<file path="config.mk">
export PLATFORM = sky130hd
export DESIGN_NAME = vram_wr_sched_flat
export DESIGN_NICKNAME = d
export VERILOG_FILES = /design/src/rtl/vram_wr_sched_if.sv /design/src/rtl/vram_wr_sched.sv /design/src/flat_wrapper.sv
export SDC_FILE = /design/constraint.sdc
export NUM_CORES = 2
export LEC_CHECK = 0
export CAP_MARGIN = 40
export CORE_MARGIN = 2
export CORE_UTILIZATION = 35
export DETAILED_ROUTE_END_ITERATION = 10
export PLACE_DENSITY = 0.53
export SYNTH_ARGS = -nofsm -noshare
export SYNTH_HDL_FRONTEND = slang
export SYNTH_SLANG_ARGS = --single-unit
</file>
<file path="constraint.sdc">
create_clock -name clk -period 9.1 [get_ports clk]
set_clock_uncertainty 0.15 [all_clocks]
set_input_delay 0.91 -clock clk [delete_from_list [all_inputs] [get_ports clk]]
set_output_delay 0.91 -clock clk [all_outputs]
set_load 0.005 [all_outputs]
</file>
<file path="src/rtl/vram_wr_sched_if.sv">
// Request bus from the HPS bridge plus the single VRAM write port toward the PPU.
interface vram_wr_sched_if;
  logic        req_valid;
  logic        req_ready;
  logic [12:0] req_addr;
  logic [63:0] req_data;
  logic [7:0]  req_byteena;
  logic        req_last;

  logic [12:0] h2f_vram_wraddr;
  logic        h2f_vram_wren;
  logic [63:0] h2f_vram_wrdata;
  logic [7:0]  h2f_vram_byteena;

  modport master (
    output req_valid, req_addr, req_data, req_byteena, req_last,
    input  req_ready,
    input  h2f_vram_wraddr, h2f_vram_wren, h2f_vram_wrdata, h2f_vram_byteena
  );

  modport slave (
    input  req_valid, req_addr, req_data, req_byteena, req_last,
    output req_ready,
    output h2f_vram_wraddr, h2f_vram_wren, h2f_vram_wrdata, h2f_vram_byteena
  );
endinterface

</file>
<file path="src/rtl/vram_wr_sched.sv">
// Buffers CPU VRAM writes and drains them one per cycle only inside the IRQ-opened window.
// Optional address range filtering: define VRAM_WR_SCHED_RANGE_CHECK_EN.
module vram_wr_sched #(
  parameter int          FIFO_DEPTH     = 16,
  parameter int          WINDOW_CYCLES  = 4096,
  parameter logic [12:0] VRAM_LAST_ADDR = 13'h1A27
) (
  input  logic                          clk,
  input  logic                          rst_n,
  vram_wr_sched_if.slave                bus,
  input  logic                          cpu_vram_wr_irq,
  output logic                          cpu_wr_busy,
  output logic                          batch_done,
  output logic [$clog2(FIFO_DEPTH):0]   fifo_count,
  output logic [7:0]                    drop_count
);
  localparam int          AW      = $clog2(FIFO_DEPTH);
  localparam logic [AW:0] DEPTH_C = (AW+1)'(FIFO_DEPTH);
  localparam logic [15:0] WIN_C   = 16'(WINDOW_CYCLES);

  typedef struct packed {
    logic [12:0] addr;
    logic [63:0] data;
    logic [7:0]  be;
    logic        last;
  } entry_t;

  typedef enum logic {CLOSED, OPEN} state_t;

  entry_t        mem [FIFO_DEPTH];
  entry_t        head;
  logic [AW-1:0] wr_ptr, rd_ptr;
  logic [AW:0]   count;
  logic [15:0]   budget, budget_nxt;
  state_t        state, state_nxt;
  logic          accept, in_range, push, pop;

  assign bus.req_ready = (count != DEPTH_C);
  assign accept        = bus.req_valid && bus.req_ready;
  assign push          = accept && in_range;
  assign pop           = (state == OPEN) && (count != '0);
  assign head          = mem[rd_ptr];
  assign fifo_count    = count;
  assign cpu_wr_busy   = (state == OPEN) && ((count != '0) || bus.h2f_vram_wren);

`ifdef VRAM_WR_SCHED_RANGE_CHECK_EN
  assign in_range = (bus.req_addr <= VRAM_LAST_ADDR);

  always_ff @(posedge clk or negedge rst_n)
    if (!rst_n)                                      drop_count <= '0;
    else if (accept && !in_range && drop_count != 8'hFF) drop_count <= drop_count + 8'd1;
`else
  // Without the check the limit has no effect; every accepted request is stored.
  assign in_range   = 1'b1 | (bus.req_addr <= VRAM_LAST_ADDR);
  assign drop_count = '0;
`endif

  always_ff @(posedge clk or negedge rst_n)
    if (!rst_n) begin
      state  <= CLOSED;
      budget <= '0;
    end else begin
      state  <= state_nxt;
      budget <= budget_nxt;
    end

  // A re-fire while open only refreshes the budget; the last pop lands on the 1->0 edge.
  always_comb begin
    state_nxt  = state;
    budget_nxt = budget;
    unique case (state)
      CLOSED: if (cpu_vram_wr_irq) begin
        state_nxt  = OPEN;
        budget_nxt = WIN_C;
      end
      OPEN: if (cpu_vram_wr_irq) begin
        budget_nxt = WIN_C;
      end else begin
        budget_nxt = budget - 16'd1;
        if (budget <= 16'd1) state_nxt = CLOSED;
      end
    endcase
  end

  always_ff @(posedge clk)
    if (push) mem[wr_ptr] <= '{bus.req_addr, bus.req_data, bus.req_byteena, bus.req_last};

  always_ff @(posedge clk or negedge rst_n)
    if (!rst_n) begin
      wr_ptr               <= '0;
      rd_ptr               <= '0;
      count                <= '0;
      bus.h2f_vram_wren    <= 1'b0;
      bus.h2f_vram_wraddr  <= '0;
      bus.h2f_vram_wrdata  <= '0;
      bus.h2f_vram_byteena <= '0;
      batch_done           <= 1'b0;
    end else begin
      if (push) wr_ptr <= wr_ptr + 1'b1;
      if (pop)  rd_ptr <= rd_ptr + 1'b1;
      case ({push, pop})
        2'b10:   count <= count + 1'b1;
        2'b01:   count <= count - 1'b1;
        default: ;
      endcase
      bus.h2f_vram_wren <= pop;
      batch_done        <= pop && head.last;
      if (pop) begin
        bus.h2f_vram_wraddr  <= head.addr;
        bus.h2f_vram_wrdata  <= head.data;
        bus.h2f_vram_byteena <= head.be;
      end
    end
endmodule

</file>
<file path="src/flat_wrapper.sv">
// flat-port wrapper written by rule: the top's interface ports become plain ports
module vram_wr_sched_flat 
#(
  parameter int          FIFO_DEPTH     = 16,
  parameter int          WINDOW_CYCLES  = 4096,
  parameter logic [12:0] VRAM_LAST_ADDR = 13'h1A27
)
  (clk, rst_n, cpu_vram_wr_irq, cpu_wr_busy, batch_done, fifo_count, drop_count, bus_req_valid, bus_req_addr, bus_req_data, bus_req_byteena, bus_req_last, bus_req_ready, bus_h2f_vram_wraddr, bus_h2f_vram_wren, bus_h2f_vram_wrdata, bus_h2f_vram_byteena);
  vram_wr_sched_if bus_i ();
  input  logic clk;
  input  logic rst_n;
  input  logic cpu_vram_wr_irq;
  output logic cpu_wr_busy;
  output logic batch_done;
  output logic [$clog2(FIFO_DEPTH):0] fifo_count;
  output logic [7:0] drop_count;
  input wire logic [$bits(bus_i.req_valid)-1:0] bus_req_valid;
  input wire logic [$bits(bus_i.req_addr)-1:0] bus_req_addr;
  input wire logic [$bits(bus_i.req_data)-1:0] bus_req_data;
  input wire logic [$bits(bus_i.req_byteena)-1:0] bus_req_byteena;
  input wire logic [$bits(bus_i.req_last)-1:0] bus_req_last;
  output wire logic [$bits(bus_i.req_ready)-1:0] bus_req_ready;
  output wire logic [$bits(bus_i.h2f_vram_wraddr)-1:0] bus_h2f_vram_wraddr;
  output wire logic [$bits(bus_i.h2f_vram_wren)-1:0] bus_h2f_vram_wren;
  output wire logic [$bits(bus_i.h2f_vram_wrdata)-1:0] bus_h2f_vram_wrdata;
  output wire logic [$bits(bus_i.h2f_vram_byteena)-1:0] bus_h2f_vram_byteena;
  assign bus_i.req_valid = bus_req_valid;
  assign bus_i.req_addr = bus_req_addr;
  assign bus_i.req_data = bus_req_data;
  assign bus_i.req_byteena = bus_req_byteena;
  assign bus_i.req_last = bus_req_last;
  assign bus_req_ready = bus_i.req_ready;
  assign bus_h2f_vram_wraddr = bus_i.h2f_vram_wraddr;
  assign bus_h2f_vram_wren = bus_i.h2f_vram_wren;
  assign bus_h2f_vram_wrdata = bus_i.h2f_vram_wrdata;
  assign bus_h2f_vram_byteena = bus_i.h2f_vram_byteena;
  vram_wr_sched #(.FIFO_DEPTH(FIFO_DEPTH), .WINDOW_CYCLES(WINDOW_CYCLES), .VRAM_LAST_ADDR(VRAM_LAST_ADDR)) u_core (.clk(clk), .rst_n(rst_n), .bus(bus_i), .cpu_vram_wr_irq(cpu_vram_wr_irq), .cpu_wr_busy(cpu_wr_busy), .batch_done(batch_done), .fifo_count(fifo_count), .drop_count(drop_count));
endmodule
</file>
# Word level (Yosys, flattened, before mapping)
# Memories as Yosys holds them, arrays and structs flattened.
# Cells that the tools add are included.
dict set report classes {
  add_sub_neg 5
  n_bitwise 1
  order_cmp 1
  muxes 10
  eq_ne 4
  n_reduce_logical 7
}
# op count
set ops {}
lappend ops {{16-bit 2-to-1 mux} 2}
lappend ops {{16-bit case mux with 2 select lines} 1}
lappend ops {{16-bit by 1-bit <= comparator with 1-bit output (second input constant)} 1}
lappend ops {{16-bit by 1-bit subtractor with 16-bit output (second input constant)} 1}
lappend ops {{5-bit case mux with 2 select lines} 1}
lappend ops {{4-bit by 1-bit adder with 4-bit output (second input constant)} 2}
lappend ops {{5-bit by 1-bit adder with 5-bit output (second input constant)} 1}
lappend ops {{1-bit 2-to-1 mux} 5}
lappend ops {{5-bit inequality test (second input constant)} 1}
lappend ops {{5-bit nonzero test} 1}
lappend ops {{5-bit by 1-bit subtractor with 5-bit output (second input constant)} 1}
lappend ops {{1-bit logical AND} 4}
lappend ops {{2-bit by 1-bit equality test with 1-bit output (second input constant)} 1}
lappend ops {{2-bit equality test (second input constant)} 1}
lappend ops {{2-bit inequality test (second input constant)} 1}
lappend ops {{1-bit case mux with 2 select lines} 1}
lappend ops {{2-bit nonzero test} 1}
lappend ops {{1-bit logical OR} 1}
lappend ops {{1-bit inverter} 1}
dict set report totals {
  mem_bits_rw 1376
  register_bits 117
  word_cells 39
  memories 1
}
# memory depth width rd rd_clocked_by_memory_dff wr line_no
set mem_list {}
lappend mem_list {u_core.mem 16 86 1 0 1 vram_wr_sched.sv:30} ;# entry_t mem [FIFO_DEPTH];

# Longest topological paths before layout
dict set report depth {
  word_depth 4
  ltp_mapped 14
  ltp_nobuf 10
}

# Worst setup path before layout
# Ideal clock, no wire load.
dict set report synth_path {
  kind {input port to flip-flop}
  startpoint {input port bus_req_valid}
  endpoint {memory u_core.mem[3][0] (netlist bit) (enable)}
  t_required_ns 8.315
  arrival_ns 7.407
  path_stages 3
  setup_slack_ns 0.907
  path_cell_list {a21boi_1 -> nand2_1 -> nor3_1}
}
dict set report synth_via {
  elab_chain_cells 3
}
# item line_no
set synth_rtl {}
lappend synth_rtl {{from (decl)} flat_wrapper.sv:17} ;# input wire logic [$bits(bus_i.req_valid)-1:0] bus_req_valid;
lappend synth_rtl {{1-bit logical AND} vram_wr_sched.sv:39} ;# assign accept = bus.req_valid && bus.req_ready;
lappend synth_rtl {{1-bit 2-to-1 mux} vram_wr_sched.sv:86} ;# if (push) mem[wr_ptr] <= '{bus.req_addr, bus.req_data, bus.req_byteena, bus.req_last};
lappend synth_rtl {{1-bit 2-to-1 mux (implied by the code)} vram_wr_sched.sv:86}
lappend synth_rtl {{to (decl)} vram_wr_sched.sv:30}
# Every way passes these cells.

# Final worst setup path
dict set report layout_path {
  startpoint {register u_core.count[1] (netlist: u_core.fifo_count[1])}
  endpoint {output port cpu_wr_busy}
}
dict set report layout_via {
  elab_chain_cells 3
}
# item line_no
set layout_rtl {}
lappend layout_rtl {{from (decl)} vram_wr_sched.sv:33} ;# logic [AW:0] count;
lappend layout_rtl {{from (signal assigned)} vram_wr_sched.sv:102} ;# 2'b10: count <= count + 1'b1;
lappend layout_rtl {{from (signal assigned)} vram_wr_sched.sv:103} ;# 2'b01: count <= count - 1'b1;
lappend layout_rtl {{5-bit nonzero test} vram_wr_sched.sv:44} ;# assign cpu_wr_busy = (state == OPEN) && ((count != '0) || bus.h2f_vram_wren);
lappend layout_rtl {{1-bit logical OR} vram_wr_sched.sv:44}
lappend layout_rtl {{1-bit logical AND} vram_wr_sched.sv:44}
lappend layout_rtl {{to (decl)} flat_wrapper.sv:13} ;# output logic cpu_wr_busy;
# Every way passes these cells.

==> flow_summary.toml <==
[final_layout]
area_delta_synth_final_pct = 17.0
final-instance-count-excl-fill = 5066
final_net_count = 2853
ratio_of_cells_with_drive_above_1_in_the_final_layout = 0.307
post-route-util = 0.411

[status]
status = "finished, final reports clean"

[clock_tree]
cts_htree_levels = 4
worst_setup_hold_path_clk_slew_ns = 0.06
clock_tree.buffer_depth = 3
post-cts-setup-buffer-count = 0
postCtsResizedCells = 0
cts-root-buf = "clkbuf_16"
cts_buffers = 159
cts_tree = "built"
clock_sinks = 1493
worst_skew_pair.late_latency_ns = 0.79

[worst_setup_path]
cp_cell_sequence = "or4_4, o21ai_4, nand2_1, clkdlybuf4s50_1"
worstSetupPathType = "flop to primary output"
kind_of_start_point_of_the_critical_path = "flop"
regToRegStartpoint = "u_core.rd_ptr[1]$_DFFE_PN0P_"
path_max_fanout = 10
critPathRequiredTime_ns = 8.04
crit_path_max_incr_delay_ns = 0.60
cpMaxStageDelayCell = "or4_4"
cp_top_family = "simple AND/OR/NAND/NOR gates"
crit_arrival_ns = 3.09
endpoint_kind = "primary output"
crit_path_buf_inv_count = 1
ff2ff_path_depth = 6
critical_path.startpoint = "u_core.fifo_count[1]$_DFFE_PN0P_"
reg2reg_slack_ns = 5.29
timing.rr.end = "u_core.bus.h2f_vram_wrdata[31]$_DFFE_PN0P_"

[power_and_ir_drop]
power.ir.vdd_worst_uv = 365
power.density_cell_area_nw_per_um2 = 317
leakage_power_of_the_design_uw = 0.0209
fin_total_pwr_uw = 21200

[placement]
gp_congestion = 0.727
placed_cells_incl_taps = 4765
placement.io_buffers = 183
detailed_place_hpwl_mm = 74.8

[floorplan]
initial_util = 0.352
core_um2 = 162000
die_area_um2 = 166000
num_io_pins = 192
die_height_um = 408
placement_rows = 148
die_width_um = 408

[synth]
synth_edf_count = 1376
synthDistinctLibCells = 50
post_synth_main_area_contributors = "edfxtp_1 72%, mux4_2 14%, dfrtp_1 5.1%"
yosys.area.top_type_share = 0.724
synth.cell_area_um2 = 57000
synth_most_common_cell = "edfxtp_1"
yosysWarningCount = 0
mean_instance_size_in_the_synthesized_netlist_um2 = 23.0
synthArstFlopShare = 0.0784
synthFlopType = "edfxtp_1"
syn_inst = 2483
post_synth_top_area_cell = "edfxtp_1"
postSynthRegisterBits = 1493
ys_seq_area_frac = 0.776
synth_commonest_cells = "1376 x edfxtp_1, 344 x mux4_2, 117 x dfrtp_1, 93 x o22ai_1, 86 x mux2_2"

[global_route]
globalRouteTotalUtil = 0.164
globalRoute.totalOverflow = 0
grt_start_max_net_pins = 154
antenna_found_initial = 14
grt_first_pass_wirelength_mm = 199
grt_pass1_vias = 28400

[timing]
share_of_the_clock_period_used_by_the_worst_path_after_layout = 0.456
drv_slew = 0
rsz0062_at_grt = "no"
final_period_minus_worst_setup_slack_ns = 4.15
finalSetupViolations = 0
worst_slew_margin_rel = 0.190
tightestPinTransition_ns = 1.22
tns_ns = 0
maxClockFrequency_ghz = 0.241
final_hold_viol_count = 0

[routing]
detail_route.wl_per_cell_um = 27.1
post-route-drc-count = 0
dr_total_vias = 26400
firstDrtPassIters = 5
drt_first_iter_violations = 1972
drt.antenna.violating_nets = 0
detail_route.wirelength_mm = 137
viasPerCell = 5.20

[min_path]
worstHoldEndpoint = "u_core.state$_DFF_PN0_"
whs_path_depth = 2
hold_path_startpoint = "u_core.budget[15]$_DFFE_PN0P_"
timing.hold.worst.class = "flop to flop"

[flow_run]
max_cap_violations = 0
-- worst register-to-register path: stages, from the launching register on --
cell,delay [ns]
dfrtp_4,0.84
buf_4,0.79
buf_12,0.63
mux4_2,0.83
mux2_2,0.30
o22ai_2,0.10
a21oi_2,0.04
-- per-layer routing --
| layer | part of all wire | GRT usage |
|---|---|---|
| met5 | 0.00055 | 0 |
| met4 | 0.017 | 0.0409 |
| met3 | 0.053 | 0.0322 |
| met2 | 0.50 | 0.278 |
| met1 | 0.42 | 0.218 |
-- worst max-delay path by stage --
| stage | end | slack [ns] | depth (start not counted) |
|---|---|---|---|
| after floorplan | u_core.mem[3][0]$_DFFE_PP_ | 0.91 | 3 |
| after global placement | u_core.mem[5][18]$_DFFE_PP_ | 4.00 | 6 |
| after detailed placement | u_core.mem[5][15]$_DFFE_PP_ | 4.80 | 8 |
| after CTS | cpu_wr_busy | 4.82 | 4 |
| after global routing | cpu_wr_busy | 4.78 | 4 |
| final | cpu_wr_busy | 4.95 | 4 |
-- through the flow --
step,setup slack (ns),hold WS [ns],instance area (um^2)
after floorplan,0.907,0.337,57100
after global placement,4.00,0.358,61300
after detailed placement,4.80,0.378,61800
after CTS,4.82,0.366,66700
after global routing,4.78,0.389,66700
final,4.95,0.380,66700
-- what timing repair did --
| action | 4_1_cts | 5_1_grt |
|---|---|---|
| endpoints found under the hold margin | 19 | 0 |
| hold buffers | 1 | 0 |
| setup endpoints to repair | 0 | 0 |
-- state kept, by name, indices dropped and copies added (netlist names) --
| name | cells |
|---|---|
| u_core.batch_done | 1 |
| u_core.budget | 16 |
| u_core.bus.h2f_vram_byteena | 8 |
| u_core.bus.h2f_vram_wraddr | 13 |
| u_core.bus.h2f_vram_wrdata | 64 |
| u_core.bus.h2f_vram_wren | 1 |
| u_core.fifo_count | 5 |
| u_core.mem | 1376 |
| u_core.rd_ptr | 4 |
| u_core.state | 1 |
| u_core.wr_ptr | 4 |
-- power breakdown --
group          total, uW  leakage (uW)  internal, uW  switching, uW
clock network       6100       0.00240          3460           2640
registers           8960        0.0138          8420            548
logic               6110       0.00468          2970           3140
total              21200        0.0209         14800           6330
-- layout by cell type, fill, tap and decap left out, types with 4 or more instances in the layout --
cell type        Yosys  layout
o22ai_1             93      93
clkinvlp_4           0       7
diode_2              0       5
nand2_1             19      19
o22ai_2             77      77
xor2_1              10      10
edfxtp_1          1376    1376
a21oi_2             59      59
nor2_4               0      12
inv_1                6       6
o21ai_0              6       6
ha_1                11      11
mux2_2              86      86
nand2b_1             7       6
o31ai_1              4       4
conb_1               1       8
clkdlybuf4s50_1      0     182
dfrtp_1            117     114
clkbuf_16            0     162
buf_16               0      17
mux4_2             344     344
buf_12               4       6
buf_4               29      46
a21oi_1             34      34
nand4_1              5       5
clkinv_2             0      24
clkinv_1             0      30
nor2_1              26      14
nor3_2               1       5
clkbuf_1            63      42
clkbuf_8             0      10
xnor2_1             11      11
inv_6                0       7
-- cell type report --
| type | count | area, um^2 |
|---|---|---|
| Antenna cell | 5 | 12.5 |
| Clock buffer | 214 | 4350 |
| Clock inverter | 81 | 574 |
| Fill cell | 14200 | 95500 |
| Inverter | 7 | 33.8 |
| Multi-Input combinational cell | 838 | 12000 |
| Sequential cell | 1493 | 44300 |
| Tap cell | 2175 | 2720 |
| Timing Repair Buffer | 253 | 2780 |
-- cells by family after synthesis --
logic type | Yosys count | share of synthesized area
flip-flops | 1493 | 0.776
multiplexers | 431 | 0.153
AO/OA/AOI/OAI | 284 | 0.0421
buffers and inverters | 159 | 0.0162
AND/OR/NAND/NOR | 83 | 0.00726
XOR/XNOR | 21 | 0.00322
adder cells (fa/ha/maj) | 11 | 0.00241
other | 1 | 0.0000657
(Power assumes the default switching activity.)
